### src/rtl/param_mdu_if.sv
// -----------------------------------------------------------------------------
// param_mdu_if
//   Bundles the request/response signals of the multiply/divide unit.
//
//   Handshake: start is the request valid and !busy is the ready. A request
//   transfers on a rising clk edge where start=1, busy=0 and cancel=0; op,
//   in_a and in_b are sampled on that same edge. cancel is a flush: it blocks
//   a transfer and aborts an operation already in flight.
//
//   Signals
//     start   requester -> unit  request valid
//     op      requester -> unit  operation code (4 bits)
//     in_a    requester -> unit  operand A (dividend / MTHI / MTLO source)
//     in_b    requester -> unit  operand B (divisor)
//     cancel  requester -> unit  flush
//     busy    unit -> requester  multi-cycle operation in flight
//     done    unit -> requester  one-cycle pulse: HI/LO show a new result
//     hi, lo  unit -> requester  architectural HI/LO registers
// -----------------------------------------------------------------------------
interface param_mdu_if #(
  parameter int WIDTH = 32
);
  logic             start;
  logic [3:0]       op;
  logic [WIDTH-1:0] in_a;
  logic [WIDTH-1:0] in_b;
  logic             cancel;
  logic             busy;
  logic             done;
  logic [WIDTH-1:0] hi;
  logic [WIDTH-1:0] lo;

  modport master (
    output start, op, in_a, in_b, cancel,
    input  busy, done, hi, lo
  );

  modport slave (
    input  start, op, in_a, in_b, cancel,
    output busy, done, hi, lo
  );
endinterface

### src/rtl/param_mdu.sv
// -----------------------------------------------------------------------------
// param_mdu
//   Multiply/divide unit with architectural HI/LO registers.
//     MULT/MULTU : {HI,LO} = A * B after MUL_LAT cycles
//     DIV/DIVU   : restoring divider on magnitudes, WIDTH cycles + 1 fix-up
//                  cycle; LO = quotient, HI = remainder
//     MTHI/MTLO  : single-edge write of in_a, no busy, no done
//     MADD(U)/MSUB(U) : {HI,LO} +/- A * B, only when PARAM_MDU_MACC_EN is
//                  defined; otherwise those codes are no-ops.
//
//   Parameters
//     WIDTH    operand and HI/LO width (8..64)
//     MUL_LAT  multiply latency in cycles (1..15)
//
//   Ports
//     clk        rising-edge clock
//     reset      asynchronous active-low reset
//     bus        param_mdu_if slave modport (request/response signals)
//     dbg_state  current FSM state (IDLE=0, MUL=1, DIV=2, FIX=3)
//
//   Configuration macro: PARAM_MDU_MACC_EN enables the accumulate ops.
// -----------------------------------------------------------------------------
module param_mdu #(
  parameter int WIDTH   = 32,
  parameter int MUL_LAT = 5
) (
  input  logic        clk,
  input  logic        reset,
  param_mdu_if.slave  bus,
  output logic [1:0]  dbg_state
);

  localparam logic [3:0] OP_MULT  = 4'd1;
  localparam logic [3:0] OP_MULTU = 4'd2;
  localparam logic [3:0] OP_DIV   = 4'd3;
  localparam logic [3:0] OP_DIVU  = 4'd4;
  localparam logic [3:0] OP_MTHI  = 4'd7;
  localparam logic [3:0] OP_MTLO  = 4'd8;
  localparam logic [3:0] OP_MADD  = 4'd9;
  localparam logic [3:0] OP_MADDU = 4'd10;
  localparam logic [3:0] OP_MSUB  = 4'd11;
  localparam logic [3:0] OP_MSUBU = 4'd12;

  // Wide enough for WIDTH-1 (max 63) and MUL_LAT-1 (max 14).
  localparam int CW = 7;

  typedef enum logic [1:0] {
    S_IDLE = 2'd0,
    S_MUL  = 2'd1,
    S_DIV  = 2'd2,
    S_FIX  = 2'd3
  } state_t;

  function automatic logic is_mul_op(input logic [3:0] o);
    logic r;
    r = (o == OP_MULT) || (o == OP_MULTU);
`ifdef PARAM_MDU_MACC_EN
    r = r || (o == OP_MADD) || (o == OP_MADDU) ||
         (o == OP_MSUB) || (o == OP_MSUBU);
`endif
    return r;
  endfunction

  function automatic logic is_div_op(input logic [3:0] o);
    return (o == OP_DIV) || (o == OP_DIVU);
  endfunction

  // ---------------------------------------------------------------------------
  // State
  // ---------------------------------------------------------------------------
  state_t             state_q, state_d;
  logic [CW-1:0]      cnt_q;
  logic [3:0]         op_q;
  logic [WIDTH-1:0]   a_q, b_q;     // raw operands, held for the whole op
  logic [WIDTH-1:0]   bmag_q;       // divisor magnitude
  logic [WIDTH-1:0]   quo_q;        // dividend shifts out, quotient shifts in
  logic [WIDTH-1:0]   rem_q;        // partial remainder (always < bmag_q)
  logic [WIDTH-1:0]   hi_q, lo_q;
  logic               done_q;

  // ---------------------------------------------------------------------------
  // FSM control
  // ---------------------------------------------------------------------------
  logic accept;      // any request transfers this edge
  logic start_mul;
  logic start_div;
  logic mul_fin;     // multiply result written this edge
  logic div_step;    // one quotient bit produced this edge
  logic fix_fin;     // divide result written this edge

  always_comb begin
    state_d   = state_q;
    accept    = 1'b0;
    start_mul = 1'b0;
    start_div = 1'b0;
    mul_fin   = 1'b0;
    div_step  = 1'b0;
    fix_fin   = 1'b0;

    case (state_q)
      S_IDLE: begin
        accept = bus.start && !bus.cancel;
        if (accept && is_mul_op(bus.op)) begin
          start_mul = 1'b1;
          state_d   = S_MUL;
        end else if (accept && is_div_op(bus.op)) begin
          start_div = 1'b1;
          state_d   = S_DIV;
        end
      end
      S_MUL: begin
        // cancel beats completion on the same edge
        if (bus.cancel) begin
          state_d = S_IDLE;
        end else if (cnt_q == '0) begin
          mul_fin = 1'b1;
          state_d = S_IDLE;
        end
      end
      S_DIV: begin
        if (bus.cancel) begin
          state_d = S_IDLE;
        end else begin
          div_step = 1'b1;
          if (cnt_q == '0) state_d = S_FIX;
        end
      end
      S_FIX: begin
        state_d = S_IDLE;
        if (!bus.cancel) fix_fin = 1'b1;
      end
      default: state_d = S_IDLE;
    endcase
  end

  // ---------------------------------------------------------------------------
  // Operand magnitudes for the divider (only DIV treats operands as signed)
  // ---------------------------------------------------------------------------
  logic             in_signed_div;
  logic [WIDTH-1:0] abs_a_in, abs_b_in;

  always_comb begin
    in_signed_div = (bus.op == OP_DIV);
    abs_a_in = (in_signed_div && bus.in_a[WIDTH-1]) ? -bus.in_a : bus.in_a;
    abs_b_in = (in_signed_div && bus.in_b[WIDTH-1]) ? -bus.in_b : bus.in_b;
  end

  // ---------------------------------------------------------------------------
  // Multiply datapath: extend both operands to 2*WIDTH so one multiplier
  // serves signed and unsigned; the low 2*WIDTH bits are exact in both cases.
  // ---------------------------------------------------------------------------
  logic               mul_signed;
  logic [2*WIDTH-1:0] ext_a, ext_b, prod, mul_res;

  always_comb begin
    mul_signed = (op_q == OP_MULT) || (op_q == OP_MADD) || (op_q == OP_MSUB);
    ext_a = mul_signed ? {{WIDTH{a_q[WIDTH-1]}}, a_q} : {{WIDTH{1'b0}}, a_q};
    ext_b = mul_signed ? {{WIDTH{b_q[WIDTH-1]}}, b_q} : {{WIDTH{1'b0}}, b_q};
    prod  = ext_a * ext_b;
  end

  always_comb begin
    mul_res = prod;
`ifdef PARAM_MDU_MACC_EN
    // accumulate against HI/LO as they stand at completion
    if ((op_q == OP_MADD) || (op_q == OP_MADDU)) begin
      mul_res = {hi_q, lo_q} + prod;
    end else if ((op_q == OP_MSUB) || (op_q == OP_MSUBU)) begin
      mul_res = {hi_q, lo_q} - prod;
    end
`endif
  end

  // ---------------------------------------------------------------------------
  // Divide datapath: one restoring step per cycle. The shifted remainder needs
  // one extra bit; when it is >= divisor the low WIDTH bits of the difference
  // are exact because the new remainder is below the divisor.
  // ---------------------------------------------------------------------------
  logic [WIDTH:0]   rem_sh;
  logic [WIDTH-1:0] sub;
  logic             ge;

  always_comb begin
    rem_sh = {rem_q, quo_q[WIDTH-1]};
    sub    = rem_sh[WIDTH-1:0] - bmag_q;
    ge     = (rem_sh >= {1'b0, bmag_q});
  end

  // Sign fix-up. MIN / -1 needs no special case: the quotient magnitude
  // 2^(WIDTH-1) negates back to MIN and the remainder is zero.
  logic             div_signed, q_neg, r_neg;
  logic [WIDTH-1:0] div_hi, div_lo;

  always_comb begin
    div_signed = (op_q == OP_DIV);
    q_neg      = div_signed && (a_q[WIDTH-1] ^ b_q[WIDTH-1]);
    r_neg      = div_signed && a_q[WIDTH-1];
    if (b_q == '0) begin
      div_lo = '1;
      div_hi = a_q;
    end else begin
      div_lo = q_neg ? -quo_q : quo_q;
      div_hi = r_neg ? -rem_q : rem_q;
    end
  end

  // ---------------------------------------------------------------------------
  // Sequential state
  // ---------------------------------------------------------------------------
  always_ff @(posedge clk or negedge reset) begin
    if (!reset) begin
      state_q <= S_IDLE;
      cnt_q   <= '0;
      op_q    <= '0;
      a_q     <= '0;
      b_q     <= '0;
      bmag_q  <= '0;
      quo_q   <= '0;
      rem_q   <= '0;
      hi_q    <= '0;
      lo_q    <= '0;
      done_q  <= 1'b0;
    end else begin
      state_q <= state_d;
      done_q  <= mul_fin || fix_fin;

      if (start_mul || start_div) begin
        op_q   <= bus.op;
        a_q    <= bus.in_a;
        b_q    <= bus.in_b;
        bmag_q <= abs_b_in;
        quo_q  <= abs_a_in;
        rem_q  <= '0;
        cnt_q  <= start_div ? CW'(WIDTH - 1) : CW'(MUL_LAT - 1);
      end else if ((state_q == S_MUL || state_q == S_DIV) && cnt_q != '0) begin
        cnt_q <= cnt_q - 1'b1;
      end

      if (accept && bus.op == OP_MTHI) hi_q <= bus.in_a;
      if (accept && bus.op == OP_MTLO) lo_q <= bus.in_a;

      if (div_step) begin
        quo_q <= {quo_q[WIDTH-2:0], ge};
        rem_q <= ge ? sub : rem_sh[WIDTH-1:0];
      end

      if (mul_fin) begin
        hi_q <= mul_res[2*WIDTH-1:WIDTH];
        lo_q <= mul_res[WIDTH-1:0];
      end

      if (fix_fin) begin
        hi_q <= div_hi;
        lo_q <= div_lo;
      end
    end
  end

  // ---------------------------------------------------------------------------
  // Outputs
  // ---------------------------------------------------------------------------
  assign bus.busy  = (state_q != S_IDLE);
  assign bus.done  = done_q;
  assign bus.hi    = hi_q;
  assign bus.lo    = lo_q;
  assign dbg_state = state_q;

endmodule

### src/flat_wrapper.sv
// flat-port wrapper written by rule: the top's interface ports become plain ports
module param_mdu_flat 
#(
  parameter int WIDTH   = 32,
  parameter int MUL_LAT = 5
)
  (clk, reset, dbg_state, bus_start, bus_op, bus_in_a, bus_in_b, bus_cancel, bus_busy, bus_done, bus_hi, bus_lo);
  param_mdu_if #(.WIDTH(WIDTH)) bus_i ();
  input  logic clk;
  input  logic reset;
  output logic [1:0] dbg_state;
  input wire logic [$bits(bus_i.start)-1:0] bus_start;
  input wire logic [$bits(bus_i.op)-1:0] bus_op;
  input wire logic [$bits(bus_i.in_a)-1:0] bus_in_a;
  input wire logic [$bits(bus_i.in_b)-1:0] bus_in_b;
  input wire logic [$bits(bus_i.cancel)-1:0] bus_cancel;
  output wire logic [$bits(bus_i.busy)-1:0] bus_busy;
  output wire logic [$bits(bus_i.done)-1:0] bus_done;
  output wire logic [$bits(bus_i.hi)-1:0] bus_hi;
  output wire logic [$bits(bus_i.lo)-1:0] bus_lo;
  assign bus_i.start = bus_start;
  assign bus_i.op = bus_op;
  assign bus_i.in_a = bus_in_a;
  assign bus_i.in_b = bus_in_b;
  assign bus_i.cancel = bus_cancel;
  assign bus_busy = bus_i.busy;
  assign bus_done = bus_i.done;
  assign bus_hi = bus_i.hi;
  assign bus_lo = bus_i.lo;
  param_mdu #(.WIDTH(WIDTH), .MUL_LAT(MUL_LAT)) u_core (.clk(clk), .reset(reset), .bus(bus_i), .dbg_state(dbg_state));
endmodule
### config.mk
export PLATFORM = sky130hd
export DESIGN_NAME = param_mdu_flat
export DESIGN_NICKNAME = d
export VERILOG_FILES = /design/src/rtl/param_mdu_if.sv /design/src/rtl/param_mdu.sv /design/src/flat_wrapper.sv
export SDC_FILE = /design/constraint.sdc
export NUM_CORES = 2
export LEC_CHECK = 0
export ABC_CLOCK_PERIOD_IN_PS = 12900
export BUFFER_PORTS_ARGS = -buffer_cell sky130_fd_sc_hd__buf_4
export CAP_MARGIN = 10
export CORE_UTILIZATION = 65
export CTS_CLUSTER_SIZE = 28
export DETAILED_ROUTE_END_ITERATION = 10
export PLACE_DENSITY = 0.82
export SKIP_LAST_GASP = 1
export SLEW_MARGIN = 10
export SYNTH_ARGS = -nofsm -noshare
export SYNTH_HDL_FRONTEND = slang
export SYNTH_SLANG_ARGS = --single-unit
### constraint.sdc
create_clock -name clk -period 12.9 [get_ports clk]
set_clock_uncertainty 0.2 [all_clocks]
set_input_delay 0 -clock clk [delete_from_list [all_inputs] [get_ports clk]]
set_output_delay 0 -clock clk [all_outputs]
set_load 0.005 [all_outputs]
**Word level (Yosys, flattened, before mapping)**

Index checks and enable logic that the tools add are counted.
W data, S select, Z words.

- Logic and storage cells: 105
- Output and inout bits: 68
- Input bits: 72
- Flip-flop bits (word level): 238

- Reduce and logical (&&, ||, !) cells: 28
- Order comparisons: 1
- Muxes and demuxes: 41
- Multiply operators: 1
- $add $sub $neg: 6
- Eq/ne operators: 16
- Bitwise gates (word level): 1

Operator list:

| cell | number |
|---|---|
| $mux W32 | 17 |
| $mux W64 | 2 |
| $neg A32 Y32 | 4 |
| $mul A64 B64 Y64 | 1 |
| $ge A33 B32 Y1 | 1 |
| $logic_not A32 Y1 | 1 |
| $sub A32 B32 Y32 | 1 |
| $mux W7 | 2 |
| $eq A4 B2 Y1 const B | 3 |
| $eq A4 B4 Y1 const B | 3 |
| $mux W1 | 12 |
| $mux W2 | 6 |
| $logic_and A1 B1 Y1 | 10 |
| $eq A4 B1 Y1 const B | 2 |
| $eq A4 B3 Y1 const B | 2 |
| $pmux W2 S4 | 1 |
| $logic_not A7 Y1 | 1 |
| $logic_or A1 B1 Y1 | 7 |
| $reduce_bool A7 Y1 | 1 |
| $sub A7 B1 Y7 const B | 1 |
| $ne A3 B2 Y1 const B | 2 |
| $reduce_bool A2 Y1 | 3 |
| $reduce_bool A3 Y1 | 2 |
| $mux W5 | 1 |
| other kinds (7) | 8 |

**Depth between registers and ports, before layout**

- Word-level depth: 9
- Depth in mapped cells: 36
- Gate-level depth less buffers: 34

**Worst setup path after synthesis**

Ideal clock, no wire load.

- Kind: flip-flop to flip-flop
- Start point: register u_core.op_q[1]
- End point: register u_core.hi_q[30], in the netlist u_core.bus.hi[30]
- Arrival time: 9.370 ns
- Data required time: 12.580 ns
- Path buffers: 3
- Cell stages (with the launch flop): 33
- Clock period less this slack: 9.690 ns
- Library setup time: 0.120 ns
- Setup slack: 3.210 ns
- Cells stage by stage: dfrtp_1 -> nor2b_1 -> nor3b_1 -> and2_1 -> clkbuf_1 -> clkbuf_1 -> nand2_1 -> fa_1 -> inv_1 -> fa_1 -> fa_1 -> inv_1 -> fa_1 -> fa_1 -> inv_1 -> fa_1 -> fa_1 -> fa_1 -> fa_1 -> inv_1 -> fa_1 -> inv_1 -> ha_1 -> clkbuf_1 -> a21o_1 -> a21o_1 -> a21oi_1 -> o21ai_1 -> and3_1 -> a21oi_1 -> a311oi_2 -> or3_1 -> a31o_1

- Longest elaborated chain between the ends: 7
- Elaborated cells between the ends (all ways): 14
- Those cells by class: mul (1); eq/ne (4); mux (6); reduce/logical (3)

RTL lines:

| element | RTL line | RTL |
|---|---|---|
| start: declaration | param_mdu.sv:73 | `logic [3:0] op_q;` |
| start signal: assignment | param_mdu.sv:228 | `op_q <= bus.op;` |
| $eq A4 B1 Y1 / $eq A4 B4 Y1 (equally long branches) | param_mdu.sv:156 | `mul_signed = (op_q == OP_MULT) \|\| (op_q == OP_MADD) \|\| (op_q == OP_MSUB);` |
| $logic_or A1 B1 Y1 (2 in a row) | param_mdu.sv:156 |  |
| $mux W64, on equally long branches | param_mdu.sv:157, param_mdu.sv:158 |  |
| $mul A64 B64 Y64 | param_mdu.sv:159 | `prod = ext_a * ext_b;` |
| $mux W32 | param_mdu.sv:247 | `if (mul_fin) begin` |
| $mux W32 * | param_mdu.sv:252 | `if (fix_fin) begin` |
| end signal: assignment | param_mdu.sv:239 | `if (accept && bus.op == OP_MTHI) hi_q <= bus.in_a;` |
| end signal: assignment | param_mdu.sv:248 | `hi_q <= mul_res[2*WIDTH-1:WIDTH];` |
| end signal: assignment | param_mdu.sv:253 | `hi_q <= div_hi;` |
| end: declaration | param_mdu.sv:78 | `logic [WIDTH-1:0] hi_q, lo_q;` |

Mark *: on every way between the ends. The rest lies on a longest branch, timed or not.
A chain may end at the register's enable or synchronous reset.

**Final worst setup path**

Same ends and word-level chain as after synthesis.

==> summary.md <==
| Metric | Value |
|---|---|
| Count leader, synth | inv_1 |
| Minimum clock period | approximately 11 ns |
| Post-synthesis register bit count | between 200 and 250 |
| Post-DP Area | roughly 65000 um^2 |
| Synth Flop Type | dfrtp_1 |
| R2r setup slk | between 2 and 2.5 ns |
| Worst Reg2Reg Path Length in Cells | 31 |
| Slowest stage delay, CP | just over 0.9 ns |
| Cell accounting for the most synthesized area | fa_1 |
| Synth Net Count | between 8000 and 9000 |
| Hold path start | bus_in_b[22] |
| Rel. slew slack | 7.91% |
| Pin count of the biggest net entering global routing | ~110 |
| Worst hold path depth | 4 |
| Cell mode on critical path | fa_1 |
| Post-synth EDFFs | 0 |
| Yosys cell types | 94 |
| Layout net count | roughly 9000 |
| Synth area leaders | fa_1 (45%), inv_1 (9.7%), dfrtp_1 (9.4%) |
| Worst slew pin tran | 1.37 ns |
| Post-DP HPWL | roughly 160000 um |
| CTS clk-pin slew, worst paths | 0.06 ns |
| DRC Markers | 0 |
| Post-Layout Inst Area | between 60000 and 70000 um^2 |
| CP top delay family | adder cells |
| Ys async rst share | 100% |
| Crit end category | flop |
| R2r startpoint | u_core.op_q[1] |
| DIE WIDTH | 314 um |
| Crit path max fanout | 24 |
| Syn_area_per_cell | 8.85 um^2 |
| H-tree depth | 1 |
| Synth warn | 0 |
| Via/cell ratio | approximately 6 |
| WHS | around 0.023 ns |
| Wire length of the first global-routing pass | ~310000 um |
| # IOs | 140 |
| 1st-iter DRT viols | 4885 |
| Element type at the critical path start | flop |
| Core Rows | between 100 and 150 |
| Final TNS setup | 0 ns |
| Height of the chip | roughly 310 um |
| Sequential area share after synthesis | a little under a tenth |
| Endpoints failing setup | 0 |
| CTS tree | built |
| Final RePlAce weighted congestion | roughly 1 |
| Hold Path End | u_core.b_q[22] |
| Slew Limit Fails | 0 |
| CP bufs+invs | 7 |
| Drt first pass iters | 6 |
| Final Hold Vio Count | 0 |
| CP arrival | between 10 and 15 ns |
| CP max-delay cell | fa_1 |
| Detail Route Antenna Nets | 0 |
| Final Cycle Share | 84.2% |
| CTS resizes | 0 |
| Reg2reg end | u_core.bus.hi[30] |
| Synth Instances | approximately 7100 |
| Initial antenna violation count | 9 |
| Port buffer count | between 100 and 150 |
| CTS Buf Count | 27 |
| CTS max path bufs | 3 |
| Hold Crit Class | primary input to flop |
| DR vias | 50400 |
| Detailed Route WL | between 200000 and 250000 um |
| F_max | 92.1 MHz |
| Worst EP required | ~13 ns |
| Post-synth top cells | inv_1 (1638), fa_1 (1420), nand2_1 (1152) |
| RSZ-0062 raised after global routing | no |
| Area Overhead vs Synth | 5.67% |
| WL per Instance | about 24 um |
| Total of max-cap violations | 0 |
| Status | finished, final reports clean |
| CTS Sinks | ~240 |
| Setup CP Type | flop to flop |
| Post-synthesis cell area | ~63000 um^2 |
| Core Footprint | 95600 um^2 |
| Starting Density | 66.1% |
| Aggregate global routing overflow | 0 |
| Post-CTS Setup Bufs | 0 |
| Layout cells sized above 1 | under 10% |
| DIE AREA | 98400 um^2 |
| Top-area cell type share of the netlist area | around 45% |
| Skew-Pair Late Insertion Delay | 0.57 ns |
| Gr usage total | roughly 42% |
| Vias in the first global route | approximately 54000 |
| Root Buffer Master | clkbuf_16 |
[cells in the final DEF (no fill, tap or decap), types with 13 or more instances in the layout]
cell,count
a211oi_1,15
a21o_1,69
a21oi_1,221
a31oi_1,35
and2_1,363
and3_1,40
buf_4,237
clkbuf_16,27
dfrtp_1,236
dlygate4sd3_1,83
fa_1,1420
ha_1,351
inv_1,1638
mux2i_1,30
nand2_1,1151
nand3_1,73
nand4_1,26
nor2_1,203
nor3_1,37
nor4_1,32
o211ai_1,25
o21a_1,18
o21ai_0,183
o21ai_1,56
o21bai_1,27
o22ai_1,21
o31ai_1,16
o41ai_1,13
or3_1,21
xnor2_1,162
xor2_1,84
[cells by family (layout without fill, tap and decap cells)]
kind of cell | Yosys count | after routing | share of synthesized area (%)
compound gates | 794 | 794 | 7.85
buf+inv | 2032 | 2010 | 12.2
simple gates | 2022 | 2022 | 14.6
fa+ha+maj | 1774 | 1774 | 52.0
flops | 237 | 237 | 9.39
xor+xnor | 247 | 247 | 3.44
other cells | 0 | 3 | 0
mux | 32 | 32 | 0.511
[worst max path at each step]
stage	start	to	slack [ns]	cells past startpoint
final	u_core.op_q[1]	u_core.bus.hi[30]	2.04	31
after global routing	u_core.op_q[1]	u_core.bus.hi[28]	1.58	33
after CTS	u_core.op_q[1]	u_core.bus.hi[30]	2.11	31
after detailed placement	u_core.op_q[1]	u_core.bus.hi[30]	2.16	31
after global placement	u_core.op_q[1]	u_core.bus.hi[30]	2.30	31
after floorplan	u_core.op_q[1]	u_core.bus.hi[30]	3.21	32
[routing by layer]
layer	share of wire, %	track usage [%]
met3	11	10.2
met1	36	53.8
met2	46	66.4
met5	0.0065	0
met4	7.0	23.3
[flip-flops by register name (all words and copies together) (netlist names)]
name / flops
u_core.bus.done: 1
u_core.b_q: 31
u_core.op_q: 4
u_core.dbg_state: 2
u_core.bus.lo: 32
u_core.a_q: 32
u_core.bus.hi: 32
u_core.bmag_q: 32
u_core.rem_q: 32
u_core.quo_q: 32
u_core.cnt_q: 7
[final cells by class]
class                           count  area (um^2)
Tap cell                         1265         1580
Fill cell                        7438        28800
Clock inverter                      8         73.8
Sequential cell                   237         5930
Antenna cell                        3         7.51
Timing Repair Buffer              322         2650
Multi-Input combinational cell   4869        49600
Clock buffer                       41          778
Inverter                         1639         6150
[metrics by stage]
stage / worst slack (ns) / util, % / cells
final: 2.04 / 69.9 / 8384
after detailed placement: 2.16 / 68.1 / 8248
after global routing: 1.58 / 69.8 / 8381
after floorplan: 3.21 / - / 7138
after CTS: 2.11 / 69.8 / 8381
after global placement: 2.30 / 68.1 / 8248
[what timing repair did]
action,in CTS,in global routing
endpoints found under the setup margin,0,0
endpoints found under the hold margin,312,0
hold buffers,84,0
[worst reg2reg max path: cells and delay by family (launching register included)]
family	cells	cell delay [ns]
buffers and inverters	7	1.34
AOI/OAI and AO/OA	7	1.47
DFF	1	0.38
adders and majority gates	11	6.05
and+or+nand+nor	6	1.32
Power is not shown: default switching activity piles up to over one toggle a cycle in this logic, so the estimate is an artifact.
